==> config.mk <==
export PLATFORM = sky130hd
export DESIGN_NAME = cr16_exec_controller
export DESIGN_NICKNAME = d
export VERILOG_FILES = /design/src/rtl/cr16_exec_controller.sv
export SDC_FILE = /design/constraint.sdc
export NUM_CORES = 1
export LEC_CHECK = 0
export BUFFER_PORTS_ARGS = -buffer_cell sky130_fd_sc_hd__buf_2
export CAP_MARGIN = 30
export CORE_MARGIN = 4
export CORE_UTILIZATION = 46
export CTS_CLUSTER_SIZE = 8
export DETAILED_ROUTE_END_ITERATION = 7
export GPL_TIMING_DRIVEN = 1
export PLACE_DENSITY = 0.83
export SETUP_SLACK_MARGIN = 0.05
export SLEW_MARGIN = 20
export SYNTH_ARGS = -nofsm -noshare
export SYNTH_HDL_FRONTEND = slang
export SYNTH_SLANG_ARGS = --single-unit
export TNS_END_PERCENT = 20
==> constraint.sdc <==
create_clock -name clk -period 2.3 [get_ports clk]
set_input_delay 0.46 -clock clk [delete_from_list [all_inputs] [get_ports clk]]
set_output_delay 0.46 -clock clk [all_outputs]
set_load 0.03 [all_outputs]
==> src/rtl/cr16_exec_controller.sv <==
// CR-16 execution controller: fetch/decode/execute sequencer, PC owner and flag snapshot.
// Optional macro CR16_BRANCH_EN enables Bcond (op 0xC) and the flag snapshot register.
module cr16_exec_controller #(
  parameter int               WIDTH    = 16,
  parameter logic [WIDTH-1:0] RESET_PC = '0
) (
  input  logic             clk,
  input  logic             reset,
  output logic             fetch_req,
  output logic [WIDTH-1:0] fetch_addr,
  input  logic             fetch_ack,
  input  logic [WIDTH-1:0] instr,
  input  logic [4:0]       alu_flags,
  input  logic [WIDTH-1:0] result_in,
  output logic [WIDTH-1:0] pc,
  output logic [WIDTH-1:0] srcAddr,
  output logic [WIDTH-1:0] dstAddr,
  output logic [WIDTH-1:0] immd,
  output logic             pcInstruction,
  output logic             rTypeInstruction,
  output logic             shiftInstruction,
  output logic             regWrite,
  output logic [2:0]       aluOp,
  output logic [3:0]       shiftAmount,
  output logic             retire,
  output logic             illegal
);

  typedef enum logic [1:0] {S_FETCH, S_DECODE, S_EXECUTE, S_HALT} state_t;

  state_t           state, nxt;
  logic [WIDTH-1:0] ir;
  logic [3:0]       op;
  logic             take_branch;

  logic [WIDTH-1:0] d_src, d_dst, d_immd;
  logic             d_pci, d_rt, d_sh, d_rw, d_illegal;
  logic [2:0]       d_alu;
  logic [3:0]       d_sa;

  assign op         = ir[15:12];
  assign fetch_addr = pc;

  always_ff @(posedge clk or posedge reset) begin
    if (reset) state <= S_FETCH;
    else       state <= nxt;
  end

  always_comb begin
    nxt       = state;
    fetch_req = 1'b0;
    case (state)
      S_FETCH: begin
        fetch_req = 1'b1;
        if (fetch_ack) nxt = S_DECODE;
      end
      S_DECODE:  nxt = d_illegal ? S_HALT : S_EXECUTE;
      S_EXECUTE: nxt = S_FETCH;
      default:   nxt = S_HALT;
    endcase
  end

  // Decode is combinational from IR; results are registered on the DECODE edge
  always_comb begin
    d_src     = '0;
    d_dst     = '0;
    d_immd    = '0;
    d_pci     = 1'b0;
    d_rt      = 1'b0;
    d_sh      = 1'b0;
    d_rw      = 1'b0;
    d_alu     = '0;
    d_sa      = '0;
    d_illegal = 1'b0;
    case (op)
      4'h0: begin
        d_illegal = ir[7];
        d_alu     = ir[6:4];
        d_rt      = 1'b1;
        d_rw      = 1'b1;
        d_src     = {{(WIDTH-4){1'b0}}, ir[3:0]};
        d_dst     = {{(WIDTH-4){1'b0}}, ir[11:8]};
      end
      4'h1, 4'h2, 4'h3, 4'h4, 4'h5, 4'h6, 4'h7: begin
        d_alu  = op[2:0];
        d_immd = {{(WIDTH-8){ir[7]}}, ir[7:0]};
        d_rw   = 1'b1;
        d_dst  = {{(WIDTH-4){1'b0}}, ir[11:8]};
      end
      4'h8: begin
        d_sh  = 1'b1;
        d_sa  = ir[3:0];
        d_rw  = 1'b1;
        d_dst = {{(WIDTH-4){1'b0}}, ir[11:8]};
      end
`ifdef CR16_BRANCH_EN
      4'hC: begin
        d_pci  = 1'b1;
        d_immd = {{(WIDTH-8){ir[7]}}, ir[7:0]};
      end
`endif
      default: d_illegal = 1'b1;
    endcase
  end

`ifdef CR16_BRANCH_EN
  logic [4:0] flags;  // {N,Z,F,L,C} from the last executed ALU op
  logic       cond_met;

  always_comb begin
    cond_met = 1'b0;
    case (ir[11:8])
      4'd0:  cond_met =  flags[3];
      4'd1:  cond_met = ~flags[3];
      4'd2:  cond_met =  flags[0];
      4'd3:  cond_met = ~flags[0];
      4'd4:  cond_met =  flags[1];
      4'd5:  cond_met = ~flags[1];
      4'd6:  cond_met =  flags[4];
      4'd7:  cond_met = ~flags[4];
      4'd14: cond_met = 1'b1;
      default: cond_met = 1'b0;
    endcase
  end

  assign take_branch = (op == 4'hC) && cond_met;

  always_ff @(posedge clk or posedge reset) begin
    if (reset)                                 flags <= '0;
    else if (state == S_EXECUTE && !ir[15])    flags <= alu_flags;
  end
`else
  logic unused_inputs;
  assign unused_inputs = ^{alu_flags, result_in};
  assign take_branch   = 1'b0;
`endif

  always_ff @(posedge clk or posedge reset) begin
    if (reset) begin
      ir      <= '0;
      pc      <= RESET_PC;
      retire  <= 1'b0;
      illegal <= 1'b0;
    end else begin
      retire <= 1'b0;
      if (state == S_FETCH && fetch_ack) ir <= instr;
      if (state == S_DECODE && d_illegal) illegal <= 1'b1;
      if (state == S_EXECUTE) begin
        retire <= 1'b1;
`ifdef CR16_BRANCH_EN
        pc <= take_branch ? result_in : pc + WIDTH'(1);
`else
        pc <= pc + WIDTH'(1);
`endif
      end
    end
  end

  // Controls live for the single EXECUTE cycle only
  always_ff @(posedge clk or posedge reset) begin
    if (reset) begin
      {srcAddr, dstAddr, immd} <= '0;
      {pcInstruction, rTypeInstruction, shiftInstruction, regWrite} <= '0;
      aluOp       <= '0;
      shiftAmount <= '0;
    end else if (state == S_DECODE && !d_illegal) begin
      srcAddr          <= d_src;
      dstAddr          <= d_dst;
      immd             <= d_immd;
      pcInstruction    <= d_pci;
      rTypeInstruction <= d_rt;
      shiftInstruction <= d_sh;
      regWrite         <= d_rw;
      aluOp            <= d_alu;
      shiftAmount      <= d_sa;
    end else begin
      {srcAddr, dstAddr, immd} <= '0;
      {pcInstruction, rTypeInstruction, shiftInstruction, regWrite} <= '0;
      aluOp       <= '0;
      shiftAmount <= '0;
    end
  end

endmodule
==> results.md, run 1 <==
- Final min period: 1.627 ns
- CP max stage delay: about 0.46 ns
- Leak: 1.721 nW
- I/O Buffers: 87
- Fraction of layout cells with a size suffix above 1: 41.72%
- Violation count after the first detailed-route iteration: 83
- Crit path kind: reg -> reg
- Data arrival, critical path: approximately 1.8 ns
- Post-synth EDFFs: 0
- DR vias: approximately 1700
- Pwr Density: 1259 mW/mm2
- Hold WS: around 0.068 ns
- Vias in the first global route: 1617
- Synth warn: 0
- Gpl congestion: 0.6978
- Critical path's most frequent cell: nor2_1
- Synth top area cells: dfrtp_1 57%, buf_4 14%, mux2_2 7.4%
- Clk slew on worst S/H paths: around 0.060 ns
- Largest net degree at the start of global routing: 31
- WL final: 5001 um
- DPL Wire Length: about 3800 um
- Post-CTS Hold Buffers: 0
- Antenna diode count: 0
- Synth top area share: 56.52%
- Fin Setup TNS: 0 ns
- Synth cell types: 31
- Gates resized, CTS repair: 0
- Synth Cell Area: roughly 0.0027 mm2
- Fmax: 614.5 MHz
- Setup Fix Bufs, Post-CTS: 0
- Die X: between 80 and 90 um
- First-pass GRT wire length: around 7800 um
- Final worst-path cycle share: 70.76%
- Largest family of logic cells by synthesized area: buffers and inverters
- Area added between synthesis and finish: 14.08%
- Req. time, crit path: between 2 and 3 ns
- Num CTS Buffers: 9
- Clk Tree Root Cell: clkbuf_8
- Post-Place Setup Slack: 0.6896 ns
- Seq cells post-synth: 62
- Max Slew Vio Count: 0
- CP Cell Sequence: nor3_4 > mux2_2 > nor2_1 > nor2_1
- Syn Area/Cell: 12.04 um2
- TritonCTS clock tree: built
- Cells after synthesis: ~230
- Non-Filler Instances: 374
- Worst Setup Slack, final: 0.6726 ns
- Asr flop ratio synth: 100.0%
- Complex-gate fraction of the synthesized area: 1.276%
- Worst hold path type: in -> async
- Register area share after synthesis: 56.52%
- Gr ovfl total: 0
- Post-synthesis mux area share: 7.748%
- Num ports: 134
- CP max-delay cell: dfrtp_1
- Max H-tree Level: 3
- Final Util: 55.51%
- Clk Latency, worst-skew pair: 0.33 ns
- CTS Buffer Depth: 2
- Filler Cell Count: 488
- TritonRoute pass-1 iters: 5
- DR vias/cell: 4.668
- Synth Area in Simple Gates: 13.72%
- Outcome: complete, no violations
- Core Area: around 0.0056 mm2
- Crit end category: register
- Die Area: 0.007268 mm2
- Most common cell in the netlist: dfrtp_1
- Final worst clock skew: 0.009117 ns
- Post-DRT Antenna Nets: 0
- Initial Util: 48.66%
- Die H: around 85 um
- Final hold violations: 0
- Num rows: 27
- Tot GR Track Use: 13.89%
- CP Max Fanout: 9
- Adder-Cell Fraction of Synth Area: less than 1%
- Nets: 340
- Initial antenna violation count: 0
- Cell taking the most area after synthesis: dfrtp_1
- Worst setup SP type: register
- Post-synthesis xor/xnor area fraction: 4.786%
- Max rail drop VDD: 0.0006483 V
- Cells after DPL: 360
- Final setup violation count: 0
- Main synth FF type: dfrtp_1
- Synth top cells by count: 62 x dfrtp_1, 50 x buf_4, 18 x mux2_2, 18 x nor2_1, 13 x nand2_1
- Num Clock Sinks: 62
- RSZ-0062 raised after global routing: no
- Per-cell routed wire length: 13.37 um
- Max cap viols: 0
- DRC viols: 0
[flip-flops by register name, indices dropped and copies added, names as in the netlist, 2 cells and up]
register / cells
dstAddr: 4
fetch_addr: 16
immd: 8
ir: 16
aluOp: 3
state: 2
shiftAmount: 4
srcAddr: 4
[metal layers]
metal  GRT usage [%]  part of all wire [%]  vias up
met2           22.60                    50       80
met3           4.757                   9.3        6
li1                -                     -      818
met1           16.34                    39      842
met4           6.906                   1.5        0
met5               0                     0        -
[placed cells by master, fill, tap and decap left out, types with 4 or more instances in the layout]
cell       n
buf_2     87
dfrtp_1   62
conb_1    25
mux2_2    18
nor2_1    18
nand2_1   13
xnor2_1   10
clkbuf_8  10
and2_1     6
nor3_1     6
and3_1     6
xor2_1     5
nand3_1    4
buf_4      4
[worst max-delay path: cells and delay by family (launching register included)]
kind / cells / cell delay (ns)
AND/OR/NAND/NOR: 3 / 0.67
multiplexers: 1 / 0.40
flip-flops: 1 / 0.46
[power breakdown]
part           internal [mW]  switching [mW]
registers               1.40           0.285
clock network          0.405           0.367
logic                  0.510           0.973
total                   2.32            1.63
[cell type report]
type	instances	area, um2	share of cell area (%)
flip-flops and latches	62	1551	49.54
multi-input cells	133	862.1	27.53
repair buffers	91	465.4	14.86
clock buffers	12	145.1	4.634
well taps	72	90.09	2.877
clock inverters	2	10.01	0.3196
inverters	2	7.507	0.2397
[through the flow]
stage	instance area (um2)	power, mW
after floorplan	2835	2.929
after global placement	2977	3.158
after detailed placement	2977	3.206
after CTS	3132	3.985
after global routing	3132	4.173
final	3132	3.943
[path summary, 6_finish.rpt]
| kind | startpoint | slack [ns] | endpoint | cells past startpoint |
|---|---|---|---|---|
| setup / recovery | ir[13] | 0.67 | state[0] | 4 |
| hold / removal | reset | 0.07 | fetch_addr[9] | 2 |
| setup reg to reg | ir[13] | 0.67 | state[0] | 4 |
| hold reg to reg | illegal | 0.45 | illegal | 1 |
| max in group asynchronous | reset | 1.55 | aluOp[0] | 3 |
| min in group clk | instr[11] | 0.36 | ir[11] | 2 |
[cells by family after synthesis]
kind of cell	Yosys count
AOI/OAI and AO/OA	5
xor gates and xnor gates	15
adders and majority gates	1
buffers and inverters	57
DFF	62
muxes	19
other	1
and+or+nand+nor	68
Power figures use the tool's default switching activity.
==> inputs of run 2 (changes only) <==
- clock period: 2.3 -> 1.5 ns (I/O delays scaled with it)
==> run 2 against run 1 <==
  * Wire length grew 7.4%
  * Cell count grew 3.5%
  * Die area is the same
  * Utilization grew 3.7 points
  * Hold slack gained 0.12 ns
  * Register-to-register slack lost 0.55 ns
  * Combinational power grew 78%
  * Clock skew grew 0.0038 ns
  * Non-clock buffer count grew 11
  * Sequential power grew 47%
  * Count of clock-buffer cells in the layout grew 1
  * Clock power grew 120%
  * Highest routed layer unchanged
==> results.md, run 2 (same netlist as run 1, synthesis figures left out) <==
- CP Max Fanout: 8 (-1)
- CP max-delay cell: dfrtp_1
- Die Area: 0.007268 mm2 (unchanged)
- Fraction of layout cells with a size suffix above 1: 44.76% (+3.0 points)
- CTS Buffer Depth: 2 (unchanged)
- DR vias: 1763 (+0.97%)
- Die H: 85.25 um (unchanged)
- Clk Tree Root Cell: clkbuf_8
- DR vias/cell: 4.556 (-2.4%)
- Placed inst area: 0.003093 mm2 (+3.9%)
- Post-Route M1 WL: 2084 um (+7.6%)
- Final setup violation count: 0 (unchanged)
- Outcome: complete, no violations
- Largest net degree at the start of global routing: 30 (-3.2%)
- TritonCTS clock tree: built
- Core Area: 0.005642 mm2 (unchanged)
- Pwr Density: 2036 mW/mm2 (+62%)
- First-pass GRT wire length: 8549 um (+9.8%)
- Req. time, crit path: 1.20 ns (-1.31 ns)
- Worst setup SP type: register
- WP buf/inv: 1 (+1)
- Fmax: 721.1 MHz
- Area added between synthesis and finish: 21.79%
- Violation count after the first detailed-route iteration: 56 (-33%)
- CP max stage delay: 0.49 ns (+0.03 ns)
- Vias in the first global route: 1788 (+11%)
- Clk slew on worst S/H paths: 0.07 ns (about the same)
- Clk Latency, worst-skew pair: 0.34 ns (about the same)
- Crit path kind: reg -> out
- Routed wl met2: 2668 um (+5.9%)
- Post-DRT Antenna Nets: 0 (unchanged)
- Max cap viols: 0 (unchanged)
- WL final: 5372 um (+7.4%)
- Max H-tree Level: 3 (unchanged)
- Top Layer Used: met4
- Gpl congestion: 0.7236 (+3.7%)
- TritonRoute pass-1 iters: 4 (-1)
- Initial Util: 48.66% (unchanged)
- Crit-path leading delay family: flip-flops
- Tot GR Track Use: 15.50% (+1.6 points)
- Final worst-path cycle share: 92.45%
- Setup Fix Bufs, Post-CTS: 0 (unchanged)
- Commonest non-fill, non-tap cell in the layout: buf_2
- Final instance area: 0.003343 mm2 (+6.8%)
- Gr ovfl total: 0 (unchanged)
- Per-cell routed wire length: 13.88 um (+3.8%)
- Hold WS: 0.1870 ns (+0.1188 ns)
- Data arrival, critical path: 1.09 ns (-0.75 ns)
- Num rows: 27 (unchanged)
- Num CTS Buffers: 9 (unchanged)
- Leak: 1.820 nW (+5.8%)
- Num Clock Sinks: 62 (unchanged)
- Final min period: roughly 1.4 ns
- Die X: 85.25 um (unchanged)
- Worst hold path type: in -> reg
- Commonest non-fill, non-tap cells in the layout: 86 x buf_2, 62 x dfrtp_1, 25 x conb_1
- Max Slew Vio Count: 0 (unchanged)
- Nets: 351 (+3.2%)
- DRC viols: 0 (unchanged)
- Power Total: 6.808 mW (+73%)
- Num ports: 134 (unchanged)
- Final hold violations: 0 (unchanged)
- Initial antenna violation count: 0 (unchanged)
- Final worst clock skew: 0.01290 ns (+0.003780 ns)
- WL met3: 498 um (+7.1%)
- I/O Buffers: 87 (unchanged)
- RSZ-0062 raised after global routing: yes
- DPL Wire Length: 4027 um (+5.3%)
- Filler Cell Count: 492 (+0.82%)
- Antenna diode count: 0 (unchanged)
- Max rail drop VDD: 0.001320 V (+100%)
- Crit end category: output pin
- CP Cell Sequence: buf_2
==> run 2: layout make-up <==
cell class | instances | area (um2) | share of cell area [%]
Tap cell | 72 | 90.09 | 2.695
Sequential cell | 62 | 1551 | 46.41
Timing Repair Buffer | 102 | 590.6 | 17.66
Clock inverter | 3 | 65.06 | 1.946
Clock buffer | 13 | 168.9 | 5.052
Inverter | 2 | 11.26 | 0.3368
Multi-Input combinational cell | 133 | 865.8 | 25.90
==> run 2: report_power, final <==
group	internal, mW	total, mW	switching (mW)
registers	2.15	2.48	0.330
clock network	1.07	1.70	0.629
logic	0.972	2.63	1.66
==> run 2: worst paths after layout <==
| path | from | endpoint | cells past startpoint | slack, ns |
|---|---|---|---|---|
| setup / recovery | fetch_addr[4] | pc[4] | 1 | 0.11 |
| setup reg to reg | state[0] | fetch_addr[12] | 4 | 0.12 |
| hold / removal | instr[10] | ir[10] | 2 | 0.19 |
| max in group asynchronous | reset | immd[5] | 4 | 0.52 |
| hold reg to reg | illegal | illegal | 1 | 0.46 |
| min in group asynchronous | reset | fetch_addr[6] | 3 | 0.51 |
==> run 2: timing repair <==
action	4_1_cts	5_1_grt
endpoints found under the hold margin	16	0
endpoints found under the setup margin	0	9
gates resized for setup	0	3
hold buffers	1	0
==> run 2: per-stage QoR <==
stage          setup WS, ns  setup TNS, ns  instances  utilization, %
2_1_floorplan       -0.2654         -3.527        252               -
3_3_place_gp         0.1310              0        370           54.82
3_5_place_dp         0.1054              0        370           54.82
4_1_cts             0.06089              0        387           59.15
5_1_grt             0.04021              0        387           59.26
6_report             0.1133              0        387           59.26
==> run 2: layer usage <==
metal | vias up | track usage (%)
met4 | 0 | 7.482
li1 | 842 | -
met1 | 844 | 17.31
met3 | 10 | 7.184
met5 | - | 0
met2 | 67 | 25.00
